**config.mk**
```make
export PLATFORM = sky130hd
export DESIGN_NAME = alu32_dispatch
export DESIGN_NICKNAME = d
export VERILOG_FILES = /design/src/rtl/alu32_dispatch_pkg.sv /design/src/rtl/alu32_dispatch_key_gen.sv /design/src/rtl/alu32_dispatch.sv
export SDC_FILE = /design/constraint.sdc
export NUM_CORES = 1
export LEC_CHECK = 0
export ABC_AREA = 0
export CAP_MARGIN = 40
export CELL_PAD_IN_SITES_DETAIL_PLACEMENT = 0
export CELL_PAD_IN_SITES_GLOBAL_PLACEMENT = 1
export CORE_ASPECT_RATIO = 1.75
export CORE_UTILIZATION = 23
export CTS_BUF_LIST = sky130_fd_sc_hd__clkbuf_8
export DETAILED_ROUTE_END_ITERATION = 6
export PLACE_DENSITY_LB_ADDON = 0.1
export SYNTH_ARGS = -nofsm -noshare
export SYNTH_HDL_FRONTEND = slang
export SYNTH_SLANG_ARGS = --single-unit
```
**constraint.sdc**
```tcl
create_clock -name clk -period 5.46 [get_ports clk]
set_input_delay 0.546 -clock clk [delete_from_list [all_inputs] [get_ports clk]]
set_output_delay 0.546 -clock clk [all_outputs]
set_load 0.03 [all_outputs]
```
**src/rtl/alu32_dispatch_pkg.sv**
```systemverilog
// Shared definitions for the tagged 32-bit ALU dispatch front end.
package alu32_dispatch_pkg;

    // Key width and the reserved "no result" key value.
    localparam int KEY_W = 8;
    localparam logic [KEY_W-1:0] KEY_NONE = '0;

    // ALU operation encodings.
    typedef enum logic [1:0] {
        OP_NOP = 2'b00,
        OP_ADD = 2'b01,
        OP_SUB = 2'b10,
        OP_MUL = 2'b11
    } op_e;

    // Dispatch FSM states.
    typedef enum logic [2:0] {
        S_IDLE  = 3'd0,
        S_ISSUE = 3'd1,
        S_WAIT  = 3'd2,
        S_DONE  = 3'd3,
        S_ABORT = 3'd4
    } state_e;

endpackage

```
**src/rtl/alu32_dispatch_key_gen.sv**
```systemverilog
// Nonzero wrapping key counter: resets to 1, advances on strobe, all-ones wraps to 1.
module alu_key_gen #(
    parameter int KEY_W = 8
) (
    input  logic             clk,
    input  logic             rst,
    input  logic             adv,
    output logic [KEY_W-1:0] key
);

    // Advance the key, skipping 0 so a key can never look like "no result".
    always_ff @(posedge clk or posedge rst) begin
        if (rst) begin
            key <= KEY_W'(1);
        end else if (adv) begin
            key <= (key == {KEY_W{1'b1}}) ? KEY_W'(1) : key + KEY_W'(1);
        end
    end

endmodule

```
**src/rtl/alu32_dispatch.sv**
```systemverilog
// Initiator-side front end for the tagged ALU: tags requests with a fresh key,
// drives the exact enable count per op, matches the returned key and presents
// the result. One operation outstanding at a time.
//
// Handshakes: a transfer happens on a rising clk edge where valid && ready are
// both high; valid, once raised, holds its payload stable until that edge.
module alu32_dispatch
    import alu32_dispatch_pkg::*;
#(
    parameter int MUL_CYCLES = 4,
    parameter int TIMEOUT    = 16
) (
    input  logic             clk,
    input  logic             rst,
    input  logic             clr,
    input  logic             req_valid,
    output logic             req_ready,
    input  logic [1:0]       req_op,
    input  logic [31:0]      req_a,
    input  logic [31:0]      req_b,
    output logic             res_valid,
    input  logic             res_ready,
    output logic [31:0]      res_data,
    output logic [KEY_W-1:0] res_key,
    output logic             res_err,
    output logic             alu_en,
    output logic             alu_clr,
    output logic [1:0]       alu_op,
    output logic [KEY_W-1:0] alu_key,
    output logic [31:0]      alu_a,
    output logic [31:0]      alu_b,
    input  logic [31:0]      alu_out,
    input  logic [KEY_W-1:0] alu_key_out,
    output state_e           dbg_state
);

    localparam int EW = $clog2(MUL_CYCLES + 1);
    localparam int TW = $clog2(TIMEOUT + 1);

    state_e           state, state_d;
    logic             accept;
    logic             key_match;
    logic [EW-1:0]    en_cnt;
    logic [TW-1:0]    t_cnt;
    logic [KEY_W-1:0] next_key;

    // Only advance the key on a real accept (clr suppresses accept).
    alu_key_gen #(.KEY_W(KEY_W)) u_key_gen (
        .clk (clk),
        .rst (rst),
        .adv (accept),
        .key (next_key)
    );

    assign req_ready = (state == S_IDLE);
    assign res_valid = (state == S_DONE);
    assign alu_en    = (state == S_ISSUE);
    assign dbg_state = state;

    // State register.
    always_ff @(posedge clk or posedge rst) begin
        if (rst) state <= S_IDLE;
        else     state <= state_d;
    end

    // Next-state logic; clr overrides accept and key match.
    always_comb begin
        state_d   = state;
        accept    = 1'b0;
        key_match = 1'b0;
        case (state)
            S_IDLE: begin
                if (req_valid) begin
                    accept  = 1'b1;
                    state_d = S_ISSUE;
                end
            end
            S_ISSUE: begin
                if (en_cnt == EW'(1)) state_d = S_WAIT;
            end
            S_WAIT: begin
                if (alu_key_out == alu_key) begin
                    key_match = 1'b1;
                    state_d   = S_DONE;
                end else if (t_cnt == TW'(TIMEOUT - 1)) begin
                    state_d = S_ABORT;
                end
            end
            S_ABORT: state_d = S_DONE;
            S_DONE: begin
                if (res_ready) state_d = S_IDLE;
            end
            default: state_d = S_IDLE;
        endcase
        if (clr) begin
            state_d   = S_IDLE;
            accept    = 1'b0;
            key_match = 1'b0;
        end
    end

    // Datapath: ALU command registers, enable/timeout counters, result capture.
    always_ff @(posedge clk or posedge rst) begin
        if (rst) begin
            alu_clr  <= 1'b0;
            alu_op   <= '0;
            alu_a    <= '0;
            alu_b    <= '0;
            alu_key  <= KEY_NONE;
            en_cnt   <= '0;
            t_cnt    <= '0;
            res_data <= '0;
            res_key  <= KEY_NONE;
            res_err  <= 1'b0;
        end else begin
            // One-cycle ALU clear on abort entry or external clr.
            alu_clr <= clr || (state_d == S_ABORT);

            if (accept) begin
                alu_op  <= req_op;
                alu_a   <= req_a;
                alu_b   <= req_b;
                alu_key <= next_key;
                en_cnt  <= (req_op == OP_MUL) ? EW'(MUL_CYCLES) : EW'(1);
            end else if (state == S_ISSUE) begin
                en_cnt <= en_cnt - EW'(1);
            end

            // Counts consecutive WAIT cycles without a match.
            if (state == S_WAIT) t_cnt <= t_cnt + TW'(1);
            else                 t_cnt <= '0;

            if (key_match) begin
                res_data <= alu_out;
                res_key  <= alu_key;
                res_err  <= 1'b0;
            end else if (state == S_ABORT) begin
                res_data <= '0;
                res_key  <= alu_key;
                res_err  <= 1'b1;
            end
        end
    end

endmodule

```
==> results.yml, run 1 <==
run_status:
  status: "completed"
die:
  die_h_um: 213
  dieArea_um2: 26000
  row_count: 76
  fp.dieW_um: 122
  core_um2: 24700
  num_io_pins: 233
  start_util_pct: 23.6
timing:
  setup_viol_count_final: 0
  skew_ps: 7.74
  min_period_over_period_pct: 52.3
  fmax_mhz: 350
  rsz0062_at_grt: "false"
  maxSlewViolCount: 0
  hold_violations: 0
  whs_ps: 482
  relSlewSlack_pct: 43.1
  tns_ps: 0
  worst_pin_slew_ps: 851
  post-route-min-period_ps: 2860
cells_and_area:
  area_delta_synth_final_pct: 52.1
  multi_input_area_um2: 2160
  final_common_cell: "clkdlybuf4s50_1"
  seq_area_um2: 3380
  fill_cells: 2508
  final_cell_mix: "232 x clkdlybuf4s50_1, 134 x dfrtp_1, 75 x mux2_2"
  finalCoreUtilization_pct: 35.8
  diodes: 0
  num-nets-final: 807
  drive_gt1_share_pct: 17.0
clocking:
  cts.sinks: 135
  clk_pin_slew_ps: 80
  cts_buffers: 17
  h-tree-depth: 4
  cts_root_buf: "clkbuf_8"
  cts_setup_buffers: 0
  clockBufferDepth: 2
  cts_hold_buf: 0
  cts_resized: 0
  cts_tree: "built"
  clk_latency_ps: 450
detailed_routing:
  drt-total-wl_um: 16300
  drc: 0
  drtPass1Iterations: 4
  num_vias: 4289
  drt_iter0_markers: 132
  vias_per_cell: 4.22
  routedWlPerCell_um: 16.1
  antenna_left: 0
power_and_ir_drop:
  finalPower_mw: 3.68
  ir_worst_vdd_v: 0.000245
  p_leak_nw: 4.05
  powerDensity_nw_per_um2: 415
setup_path:
  crit_family: "buffers and inverters"
  max_stage_delay_ps: 810
  slowest_stage: "clkdlybuf4s50_1"
  crit_path_max_fanout: 9
  critPathLaunchType: "register"
  cp_data_arrival_time_ps: 2310
  path_class: "register to output port"
  crit_path_end_kind: "output port"
  crit_chain: "nor3b_2 -> clkdlybuf4s50_1"
  critPathRequiredTime_ps: 4910
  worst-path-buf-inv: 1
logic_synthesis:
  ys_seq_elements: 135
  yosys_warnings: 0
  yosys_most_used_dff: "dfrtp_1"
  yosysSeqAreaShare_pct: 58.0
  netlist_instances: 461
  postSynth.asyncResetShare_pct: 100
  synth_cell_type_count: 39
  synthesis.nets: 577
  synth_area_um2: 5830
  syn_avg_cell_area_um2: 12.6
  synth-edff-count: 0
job:
  maxCapViolations: 0
min_path:
  hp-class: "register to register"
global_route:
  antenna_found_initial: 0
  grt_max_degree: 87
  gr-total-overflow: 0
  grt_usage_pct: 13.2
  grt_pass1_wl_um: 25600
  grt_pass1_vias: 4747
placed_design:
  hpwl_um: 11900
  gp_congestion: 0.687
  numPortBuffers: 232
[layer usage]
metal	track usage (%)	vias up	share of wire (%)
met5	0	-	0
met2	25.6	130	59
li1	-	2017	-
met3	4.29	12	5.6
met4	5.05	0	1.4
met1	12.4	2130	34
[worst paths after layout]
check / from / end / slack (ps) / cells after the start
max in group asynchronous: rst / alu_b[17] / 3620 / 3
max reg2reg: alu_key[5] / res_data[6] / 2820 / 4
min in group asynchronous: rst / res_data[7] / 630 / 2
max: dbg_state[0] / alu_en / 2600 / 2
min reg2reg: t_cnt[0] / t_cnt[0] / 480 / 1
min: t_cnt[0] / t_cnt[0] / 480 / 1
[where the power goes]
group	internal, mW	switching, mW
logic	0.658	0.749
clock network	0.473	0.390
registers	1.24	0.166
total	2.37	1.31
[worst reg2reg max path: cells and delay by family (launching register included)]
kind | cells | cell delay (ps)
xor+xnor | 1 | 220
flops | 1 | 460
simple gates | 2 | 1470
mux | 1 | 410
[per-stage QoR]
| step | setup slack [ps] | instance area (um^2) | instances |
|---|---|---|---|
| after floorplan | 1300 | 5830 | 461 |
| after global routing | 2420 | 8860 | 1016 |
| after CTS | 2500 | 8860 | 1016 |
| after global placement | 2220 | 8420 | 983 |
| final | 2600 | 8860 | 1016 |
| after detailed placement | 2260 | 8450 | 984 |
[logic make-up after synthesis]
family,Yosys count,synth area share [%]
AO/OA/AOI/OAI,18,2.32
XOR/XNOR,18,2.71
adder cells (fa/ha/maj),5,1.07
buffers and inverters,63,5.05
flip-flops,135,58.0
multiplexers,107,20.0
AND/OR/NAND/NOR,115,10.9
[Yosys cell counts, types with 7 or more instances]
cell type / n / area (um^2)
nand4_1: 11 / 68.8
buf_4: 7 / 52.6
nor3b_1: 9 / 67.6
inv_1: 38 / 143
clkbuf_1: 8 / 30.0
buf_2: 7 / 35.0
nand2_1: 53 / 199
xor2_1: 12 / 105
o211ai_1: 8 / 60.1
dfrtp_1: 134 / 3350
mux2_2: 75 / 845
nor2_1: 16 / 60.1
mux2i_1: 32 / 320
[cell type report]
| cell class | instances | area share, % |
|---|---|---|
| clock inverters | 9 | 1.10 |
| flip-flops and latches | 135 | 38.1 |
| well taps | 312 | 4.41 |
| inverters | 38 | 1.67 |
| repair buffers | 236 | 26.8 |
| clock buffers | 23 | 3.57 |
| multi-input cells | 263 | 24.3 |
[registers in the layout (all words and copies together), names as in the netlist, 2 cells and up]
| signal | count |
|---|---|
| res_key | 8 |
| alu_key | 8 |
| dbg_state | 3 |
| res_data | 32 |
| t_cnt | 5 |
| alu_op | 2 |
| alu_b | 32 |
| en_cnt | 3 |
| alu_a | 32 |
| u_key_gen.key | 8 |
Note: power is estimated with default switching activity, not from simulation.
==> inputs of run 2 (changes only) <==
==> constraint.sdc (replaced) <==
create_clock -name clk -period 2.6 [get_ports clk]
set_input_delay 0.26 -clock clk [delete_from_list [all_inputs] [get_ports clk]]
set_output_delay 0.26 -clock clk [all_outputs]
set_load 0.03 [all_outputs]
==> run 2 against run 1 <==
  * Global-route usage grew 0.10 points
  * Flip-flop and latch count is the same
  * Via count grew 1.7%
  * Critical endpoint is now req_ready
  * First-iteration DRC count shrank 36%
  * Sequential power grew 110%
  * Wire length grew 0.62%
  * Final cell count grew 0.69%
  * Critical path type unchanged
  * Largest power group unchanged
==> results.yml, run 2 (synthesis gave the netlist of run 1 again) <==
cells_and_area:
  area_delta_synth_final_pct: 52.5
  fill_cells: 2524
  final_common_cell: "clkdlybuf4s50_1"
  reg_top3: "alu_a (32), alu_b (32), res_data (32)"
  diodes: 0
  num-nets-final: 817
  drive_gt1_share_pct: 17.4
  final_cell_mix: "232 x clkdlybuf4s50_1, 134 x dfrtp_1, 75 x mux2_2"
clocking:
  cts_buffers: 17
  clk_latency_ps: 440
  h-tree-depth: 4
  clk_pin_slew_ps: 70
  clockBufferDepth: 2
  cts_tree: "built"
  cts_root_buf: "clkbuf_8"
  cts.sinks: 135
  cts_setup_buffers: 0
  cts_hold_buf: 0
  cts_resized: 0
die:
  core_um2: 24700
  dieArea_um2: 26000
  row_count: 76
  start_util_pct: 23.6
  die_h_um: 213
  num_io_pins: 233
  fp.dieW_um: 122
timing:
  fmax_mhz: 416
  rsz0062_at_grt: "false"
  worst_pin_slew_ps: 680
  setup_viol_count_final: 0
  post-route-min-period_ps: 2400
  whs_ps: 289
  skew_ps: 7.98
  maxSlewViolCount: 0
  tns_ps: 0
  min_period_over_period_pct: 92.5
  hold_violations: 0
  relSlewSlack_pct: 54.7
global_route:
  gr-total-overflow: 0
  grt_usage_pct: 13.3
  grt_pass1_wl_um: 26200
  grt_max_degree: 106
  antenna_found_initial: 0
  grt_pass1_vias: 5018
job:
  maxCapViolations: 0
setup_path:
  cp_data_arrival_time_ps: 2140
  path_class: "register to output port"
  crit_path_max_fanout: 9
  critPathLaunchType: "register"
  crit_path_end_kind: "output port"
  critPathRequiredTime_ps: 2340
detailed_routing:
  drt-total-wl_um: 16400
  num_vias: 4362
  drt_iter0_markers: 84
  vias_per_cell: 4.26
  drc: 0
  drtPass1Iterations: 4
  routedWlPerCell_um: 16.0
  antenna_left: 0
power_and_ir_drop:
  powerDensity_nw_per_um2: 857
  ir_worst_vdd_v: 0.000480
  p_leak_nw: 4.09
placed_design:
  gp_congestion: 0.673
  hpwl_um: 11900
  numPortBuffers: 232
min_path:
  hp-class: "input port to asynchronous set/reset pin"
run_status:
  status: "completed"
run 2: worst max-delay path, stage by stage (launching register included):
cell,delay (ps)
dfrtp_1,510
or2_2,380
nor2_1,100
clkdlybuf4s50_1,720
run 2: power by group:
part	leakage [nW]	internal [mW]	total (mW)	switching, mW
sequential	1.49	2.60	2.95	0.350
clock	0.207	0.893	1.68	0.785
combinational	2.39	1.41	2.99	1.58
total	4.09	4.91	7.62	2.72
run 2: cell type report:
type | count | area, um^2 | share of cell area [%]
Clock buffer | 20 | 275 | 3.10
Clock inverter | 9 | 88.8 | 0.999
Inverter | 38 | 146 | 1.65
Multi-Input combinational cell | 263 | 2160 | 24.3
Sequential cell | 135 | 3380 | 38.0
Tap cell | 312 | 390 | 4.39
Timing Repair Buffer | 246 | 2450 | 27.6
run 2: per-stage QoR:
| stage | cells | utilization, % | area (um^2) | power [mW] | setup WS [ps] |
|---|---|---|---|---|---|
| final | 1023 | 36.0 | 8890 | 7.62 | 196 |
| after global routing | 1023 | 36.0 | 8890 | 8.05 | 95.6 |
| after CTS | 1023 | 36.0 | 8890 | 7.79 | 129 |
| after detailed placement | 994 | 34.5 | 8520 | 6.02 | 380 |
| after global placement | 994 | 34.5 | 8520 | 5.99 | 413 |
| after floorplan | 461 | - | 5830 | 4.64 | 610 |
run 2: final timing paths:
path,start,endpoint,slack (ps),cells past startpoint
worst max-delay path,dbg_state[1],req_ready,200,3
worst min-delay path,rst,alu_b[7],290,3
worst max register to register,dbg_state[1],alu_a[25],560,4
worst min register to register,t_cnt[0],t_cnt[0],470,1
max in group asynchronous,rst,res_data[23],1730,3
min in group clk,alu_out[19],res_data[19],360,3
run 2: layer usage:
metal  share of wire, %  track usage (%)  vias up
met2                 59             26.3      139
li1                   -                -     2030
met4                1.5             4.88        0
met5                  0                0        -
met3                5.3             3.73       12
met1                 34             12.4     2181
